## config.mk

```make
export PLATFORM = sky130hd
export DESIGN_NAME = bcd_display_scanner_flat
export DESIGN_NICKNAME = d
export VERILOG_FILES = /design/src/rtl/bcd_disp_pkg.sv /design/src/rtl/bcd_display_scanner_if.sv /design/src/rtl/bcd_to_seg.sv /design/src/rtl/bcd_display_scanner.sv /design/src/flat_wrapper.sv
export SDC_FILE = /design/constraint.sdc
export NUM_CORES = 1
export LEC_CHECK = 0
export CORE_ASPECT_RATIO = 1.5
export CORE_UTILIZATION = 57
export CTS_CLUSTER_DIAMETER = 200
export DETAILED_ROUTE_END_ITERATION = 10
export DONT_BUFFER_PORTS = 1
export PLACE_DENSITY = 0.72
export SYNTH_ARGS = -nofsm -noshare
export SYNTH_HDL_FRONTEND = slang
export SYNTH_HIERARCHICAL = 1
export SYNTH_SLANG_ARGS = --single-unit
```

## constraint.sdc

```tcl
create_clock -name clk -period 2.6 [get_ports clk]
set_clock_uncertainty 0.1 [all_clocks]
set_input_delay 0.52 -clock clk [delete_from_list [all_inputs] [get_ports clk]]
set_output_delay 0.52 -clock clk [all_outputs]
set_load 0.02 [all_outputs]
```

## src/rtl/bcd_disp_pkg.sv

```systemverilog
// Shared constants for the BCD display scanner: segment bit order, blank/dash codes
// and the active-low digit-to-segment table.
package bcd_disp_pkg;

    typedef enum logic [2:0] {
        SEG_A = 3'd0,
        SEG_B = 3'd1,
        SEG_C = 3'd2,
        SEG_D = 3'd3,
        SEG_E = 3'd4,
        SEG_F = 3'd5,
        SEG_G = 3'd6
    } seg_bit_e;

    localparam logic [6:0] SEG_BLANK = 7'h7F;
    localparam logic [6:0] SEG_DASH  = 7'h3F;

    // Active-low {g,f,e,d,c,b,a} patterns, indexed by digit value.
    localparam logic [6:0] SEG_TABLE [10] = '{
        7'h40, 7'h79, 7'h24, 7'h30, 7'h19,
        7'h12, 7'h02, 7'h78, 7'h00, 7'h10
    };

    function automatic logic is_valid_bcd(input logic [3:0] d);
        return d <= 4'd9;
    endfunction

endpackage

```

## src/rtl/bcd_display_scanner_if.sv

```systemverilog
// Bundle between the counter chain / control side and the display scanner.
interface bcd_display_scanner_if #(
    parameter int NDIG = 4
);
    logic [4*NDIG-1:0] digits_in;
    logic              blank_lz;
    logic [NDIG-1:0]   blink_mask;
    logic              colon_en;
    logic [6:0]        seg_n;
    logic              dp_n;
    logic [NDIG-1:0]   an_n;
    logic              frame_start;

    modport master (
        output digits_in, blank_lz, blink_mask, colon_en,
        input  seg_n, dp_n, an_n, frame_start
    );

    modport slave (
        input  digits_in, blank_lz, blink_mask, colon_en,
        output seg_n, dp_n, an_n, frame_start
    );
endinterface

```

## src/rtl/bcd_to_seg.sv

```systemverilog
// Combinational BCD to active-low 7-segment decoder; codes 10..15 show a dash.
module bcd_to_seg
    import bcd_disp_pkg::*;
(
    input  logic [3:0] bcd,
    output logic [6:0] seg_n
);

    always_comb begin
        seg_n = SEG_DASH;
        if (is_valid_bcd(bcd)) begin
            seg_n = SEG_TABLE[bcd];
        end
    end

endmodule

```

## src/rtl/bcd_display_scanner.sv

```systemverilog
// Time-multiplexed common-anode display driver: per-frame digit snapshot, one digit
// per slot, leading-zero blanking, edit blinking, colon point and anode dead time.
module bcd_display_scanner
    import bcd_disp_pkg::*;
#(
    parameter int NDIG         = 4,
    parameter int SCAN_DIV     = 50000,
    parameter int GUARD        = 2,
    parameter int BLINK_FRAMES = 64,
    parameter int DP_POS       = 2
) (
    input  logic                  clk,
    input  logic                  rst,
    bcd_display_scanner_if.slave  bus
);

    localparam int CNT_W = $clog2(SCAN_DIV);
    localparam int IDX_W = (NDIG > 1) ? $clog2(NDIG) : 1;
    localparam int FRM_W = $clog2(BLINK_FRAMES + 1);

    localparam logic [CNT_W-1:0] CNT_LAST  = CNT_W'(SCAN_DIV - 1);
    localparam logic [CNT_W-1:0] GUARD_CNT = CNT_W'(GUARD);
    localparam logic [IDX_W-1:0] IDX_LAST  = IDX_W'(NDIG - 1);
    localparam logic [IDX_W-1:0] DP_IDX    = IDX_W'(DP_POS);
    localparam logic [FRM_W-1:0] FRM_LAST  = FRM_W'(BLINK_FRAMES - 1);

    logic [CNT_W-1:0]  cnt_q, cnt_d;
    logic [IDX_W-1:0]  idx_q, idx_d;
    logic [4*NDIG-1:0] shadow_digits_q, shadow_digits_d;
    logic [NDIG-1:0]   shadow_mask_q, shadow_mask_d;
    logic [FRM_W-1:0]  frame_cnt_q, frame_cnt_d;
    logic              blink_q, blink_d;
    logic              frame_start_q, frame_start_d;
    logic [6:0]        seg_n_q, seg_n_d;
    logic              dp_n_q, dp_n_d;
    logic [NDIG-1:0]   an_n_q, an_n_d;

    logic              tick;
    logic              frame_end;
    logic [3:0]        sh_dig [NDIG];
    logic [NDIG-1:0]   zero_from;
    logic [3:0]        cur_digit;
    logic [6:0]        dec_seg;
    logic              lz_blank;
    logic              blink_blank;

    for (genvar gi = 0; gi < NDIG; gi++) begin : g_unpack
        assign sh_dig[gi] = shadow_digits_q[4*gi +: 4];
    end

    // zero_from[i]: every shadow digit from i up to the most significant is zero.
    always_comb begin
        zero_from = '0;
        zero_from[NDIG-1] = (sh_dig[NDIG-1] == 4'd0);
        for (int i = NDIG - 2; i >= 0; i--) begin
            zero_from[i] = (sh_dig[i] == 4'd0) && zero_from[i+1];
        end
    end

    assign cur_digit   = sh_dig[idx_q];
    assign lz_blank    = bus.blank_lz && (idx_q != '0) && zero_from[idx_q];
    assign blink_blank = blink_q && shadow_mask_q[idx_q];
    assign tick        = (cnt_q == CNT_LAST);
    assign frame_end   = tick && (idx_q == IDX_LAST);

    bcd_to_seg u_dec (
        .bcd   (cur_digit),
        .seg_n (dec_seg)
    );

    always_comb begin
        cnt_d           = tick ? '0 : cnt_q + 1'b1;
        idx_d           = idx_q;
        shadow_digits_d = shadow_digits_q;
        shadow_mask_d   = shadow_mask_q;
        frame_cnt_d     = frame_cnt_q;
        blink_d         = blink_q;
        frame_start_d   = frame_end;

        if (tick) begin
            idx_d = (idx_q == IDX_LAST) ? '0 : idx_q + 1'b1;
        end

        if (frame_end) begin
            shadow_digits_d = bus.digits_in;
            shadow_mask_d   = bus.blink_mask;
            if (frame_cnt_q == FRM_LAST) begin
                frame_cnt_d = '0;
                blink_d     = ~blink_q;
            end else begin
                frame_cnt_d = frame_cnt_q + 1'b1;
            end
        end

        // Dead time at slot start keeps the previous digit from ghosting into this one.
        seg_n_d = SEG_BLANK;
        dp_n_d  = 1'b1;
        an_n_d  = '1;
        if ((cnt_q >= GUARD_CNT) && !lz_blank && !blink_blank) begin
            an_n_d  = ~(NDIG'(1) << idx_q);
            seg_n_d = dec_seg;
            dp_n_d  = !((idx_q == DP_IDX) && bus.colon_en);
        end
    end

    always_ff @(posedge clk or posedge rst) begin
        if (rst) begin
            cnt_q           <= '0;
            idx_q           <= '0;
            shadow_digits_q <= '0;
            shadow_mask_q   <= '0;
            frame_cnt_q     <= '0;
            blink_q         <= 1'b0;
            frame_start_q   <= 1'b0;
            seg_n_q         <= SEG_BLANK;
            dp_n_q          <= 1'b1;
            an_n_q          <= '1;
        end else begin
            cnt_q           <= cnt_d;
            idx_q           <= idx_d;
            shadow_digits_q <= shadow_digits_d;
            shadow_mask_q   <= shadow_mask_d;
            frame_cnt_q     <= frame_cnt_d;
            blink_q         <= blink_d;
            frame_start_q   <= frame_start_d;
            seg_n_q         <= seg_n_d;
            dp_n_q          <= dp_n_d;
            an_n_q          <= an_n_d;
        end
    end

    assign bus.seg_n       = seg_n_q;
    assign bus.dp_n        = dp_n_q;
    assign bus.an_n        = an_n_q;
    assign bus.frame_start = frame_start_q;

endmodule

```

## src/flat_wrapper.sv

```systemverilog
// flat-port wrapper written by rule: the top's interface ports become plain ports
module bcd_display_scanner_flat import bcd_disp_pkg::*;
#(
    parameter int NDIG         = 4,
    parameter int SCAN_DIV     = 50000,
    parameter int GUARD        = 2,
    parameter int BLINK_FRAMES = 64,
    parameter int DP_POS       = 2
)
  (clk, rst, bus_digits_in, bus_blank_lz, bus_blink_mask, bus_colon_en, bus_seg_n, bus_dp_n, bus_an_n, bus_frame_start);
  bcd_display_scanner_if #(.NDIG(NDIG)) bus_i ();
  input  logic clk;
  input  logic rst;
  input wire logic [$bits(bus_i.digits_in)-1:0] bus_digits_in;
  input wire logic [$bits(bus_i.blank_lz)-1:0] bus_blank_lz;
  input wire logic [$bits(bus_i.blink_mask)-1:0] bus_blink_mask;
  input wire logic [$bits(bus_i.colon_en)-1:0] bus_colon_en;
  output wire logic [$bits(bus_i.seg_n)-1:0] bus_seg_n;
  output wire logic [$bits(bus_i.dp_n)-1:0] bus_dp_n;
  output wire logic [$bits(bus_i.an_n)-1:0] bus_an_n;
  output wire logic [$bits(bus_i.frame_start)-1:0] bus_frame_start;
  assign bus_i.digits_in = bus_digits_in;
  assign bus_i.blank_lz = bus_blank_lz;
  assign bus_i.blink_mask = bus_blink_mask;
  assign bus_i.colon_en = bus_colon_en;
  assign bus_seg_n = bus_i.seg_n;
  assign bus_dp_n = bus_i.dp_n;
  assign bus_an_n = bus_i.an_n;
  assign bus_frame_start = bus_i.frame_start;
  bcd_display_scanner #(.NDIG(NDIG), .SCAN_DIV(SCAN_DIV), .GUARD(GUARD), .BLINK_FRAMES(BLINK_FRAMES), .DP_POS(DP_POS)) u_core (.clk(clk), .rst(rst), .bus(bus_i));
endmodule
```

==> results.sh <==
export IMPL_yosys_area_top_type="dfrtp_1"
export IMPL_hp_class="input port to asynchronous set/reset pin"
export IMPL_gr_usage_all_layers_pct=22.9
export IMPL_io_buffers=0
export IMPL_fin_crit_ps=2370
export IMPL_drv_slew=0
export IMPL_internal_power_w=0.00146
export IMPL_ys_flop_type="dfrtp_1"
export IMPL_synth_async_reset_ratio_pct=100
export IMPL_hold_viol_final=0
export IMPL_synth_compound_area_share_pct=6.75
export IMPL_cellPowerDensity_mw_per_mm2=582
export IMPL_grt_max_degree=33
export IMPL_place_congestion=0.822
export IMPL_grt_pass1_vias=1891
export IMPL_core_mm2=0.00493
export IMPL_path_clk_slew_ps=70
export IMPL_synth_area_leaders="dfrtp_1 39%, dfstp_2 11%, mux2_4 9.1%"
export IMPL_antenna_found_initial=0
export IMPL_start_kind="flip-flop"
export IMPL_grt_first_pass_wirelength_um=9020
export IMPL_hold_buffers=0
export IMPL_hpwl_um=3980
export IMPL_netlist_top_cells_count="47 x dfrtp_1, 18 x mux2_4, 13 x nand3_1, 13 x nor2_1"
export IMPL_via_per_inst=5.87
export IMPL_seq_area_frac_synth_pct=50.0
export IMPL_power_share_clock_pct=43.3
export IMPL_p_leak_nw=1.48
export IMPL_cts_sinks=59
export IMPL_synth_edf_count=0
export IMPL_rsz0062_at_grt="no"
export IMPL_rows=31
export IMPL_fmaxAchievable_ghz=0.423
export IMPL_synthSimpleGateAreaFrac_pct=16.6
export IMPL_n_antenna_cell=0
export IMPL_p_comb_share_pct=4.8
export IMPL_drv_cap=0
export IMPL_syn_nets=274
export IMPL_dr_first_iter_drc_count=79
export IMPL_synth_xor_area_share_pct=4.40
export IMPL_timing_hold_ws_ps=23.1
export IMPL_first_pass_iters=5
export IMPL_crit_type="flip-flop to flip-flop"
export IMPL_slew_headroom_pct=31.6
export IMPL_muxShareOfSynthArea_pct=14.3
export IMPL_r2r_cells=6
export IMPL_clk_path_buf_depth=2
export IMPL_drc_errors=0
export IMPL_power_w=0.00189
export IMPL_syn_cell_area_mm2=0.00298
export IMPL_cts_tree="done"
export IMPL_initial_core_util_pct=60.6
export IMPL_cts_resized=0
export IMPL_setup_viol=0
export IMPL_sw_frac_of_total_pct=22.6
export IMPL_required_ps=2730
export IMPL_crit_fanout=7
export IMPL_drive_gt1_share_pct=26.1
export IMPL_vias=1850
export IMPL_fp_dieW_um=61.1
export IMPL_wirelength_um=5530
export IMPL_cts_root_buf="clkbuf_8"
export IMPL_synth_seq_cells=59
export IMPL_clk_latency_ps=340
export IMPL_seqPwrFrac_pct=51.9
export IMPL_crit_path_end_kind="flip-flop"
export IMPL_overflow=0
export IMPL_die_y_um=90.6
export IMPL_ys_types=51
export IMPL_ys_warn_count=6
export IMPL_ir_drop_uv=363
export IMPL_fin_tns_setup_ps=0
export IMPL_nets=280
export IMPL_synth_top_cell_area_share_pct=39.4
export IMPL_wire_per_inst_um=17.6
export IMPL_syn_inst=238
export IMPL_fin_crit_sh_pct=91.0
export IMPL_syn2layout_area_growth_pct=8.85
export IMPL_worst_pin_slew_ps=1020
export IMPL_avgSynthCellArea_um2=12.5
export IMPL_yosys_area_share_adder_pct=5.03
export IMPL_switchingPower_w=0.000427
export IMPL_synth_most_common_cell="dfrtp_1"
export IMPL_status="complete, no violations"
export IMPL_ioPinCount=37
export IMPL_cp_arrival_ps=2500
export IMPL_die_area_mm2=0.00553
export IMPL_drtAntennaViolNets=0
export IMPL_cts_buffers=9
export IMPL_synth_top_family_by_area="simple AND/OR/NAND/NOR gates"
export IMPL_h_tree_depth=3
export IMPL_post_cts_buffers=0
-- worst max-delay path: stages (launching register included) --
cell	delay, ps
dfrtp_1	520
mux4_2	590
inv_1	150
ha_1	300
o21bai_4	120
a221o_1	340
nand3b_1	150
-- final timing paths --
path,startpoint,end,slack (ps)
setup / recovery,u_core/idx_q[0],u_core/bus.seg_n[0],230
hold / removal,rst,u_core/shadow_mask_q[3],20
setup reg to reg,u_core/idx_q[0],u_core/bus.seg_n[0],230
hold reg to reg,u_core/cnt_q[0],u_core/cnt_q[0],370
max in group asynchronous,rst,u_core/bus.an_n[1],1730
min in group clk,bus_colon_en,u_core/bus.dp_n,170
-- logic make-up after synthesis --
| kind of cell | count (synthesis) |
|---|---|
| buf+inv | 17 |
| mux | 28 |
| xor+xnor | 15 |
| fa+ha+maj | 12 |
| compound gates | 26 |
| simple gates | 81 |
| flops | 59 |
-- per-layer routing --
metal / wire length [um] / up-vias / global-route usage (%)
met5: 0 / - / 0
met4: 161 / 0 / 11.9
met3: 256 / 13 / 8.02
met2: 2930 / 41 / 37.9
met1: 2190 / 922 / 24.5
li1: - / 874 / -
-- power groups by stage --
stage | registers, W | clock network (W) | logic, W
floorplan | 0.000991 | 0 | 0.0000766
global placement | 0.000997 | 0 | 0.0000893
detailed placement | 0.000997 | 0 | 0.0000930
CTS | 0.000981 | 0.000847 | 0.0000932
global route | 0.000984 | 0.000878 | 0.000102
finish | 0.000981 | 0.000818 | 0.0000917
-- state kept, by name, summed over array words and instances, names as in the netlist, 2 cells and up --
name and cells:
u_core/idx_q 2, u_core/bus.seg_n 7, u_core/shadow_digits_q 16, u_core/frame_cnt_q 7
u_core/bus.an_n 4, u_core/shadow_mask_q 4, u_core/cnt_q 16
-- area by class of cell --
| class | count | area, um2 |
|---|---|---|
| inverters | 7 | 26.3 |
| clock buffers | 11 | 141 |
| repair buffers | 5 | 50.0 |
| flip-flops and latches | 59 | 1490 |
| fillers | 390 | 1680 |
| clock inverters | 5 | 52.6 |
| multi-input cells | 162 | 1400 |
| well taps | 66 | 82.6 |
-- cells in the final DEF, fill, tap and decap left out, drive strengths merged, types with 2 or more instances in the layout --
cell	netlist	final
nand2	8	8
or4	2	2
nand3	14	14
nor2	13	13
xnor2	5	5
a22o	2	2
and3	4	4
nand3b	8	8
mux2	22	22
o21ai	4	4
nand4	7	7
buf	5	5
ha	12	12
nor4	5	5
mux2i	2	2
and2	4	4
and4	2	2
dfstp	12	12
a31oi	3	3
nor2b	2	2
inv	7	7
clkbuf	5	11
nor3	5	5
dfrtp	47	47
xor2	10	10
mux4	4	4
clkinv	0	3
a21oi	4	4
nand2b	2	2
nor4b	2	2
a221o	2	2
-- through the flow --
stage / setup WS [ps] / area (um2) / instances / util [%]
2_1_floorplan: 174 / 2980 / 238 / -
3_3_place_gp: 254 / 3050 / 299 / 62.0
3_5_place_dp: 249 / 3050 / 299 / 62.0
4_1_cts: 240 / 3250 / 315 / 65.9
5_1_grt: 130 / 3250 / 315 / 65.9
6_report: 234 / 3250 / 315 / 65.9
No activity file was read; power rests on OpenSTA's default activity.
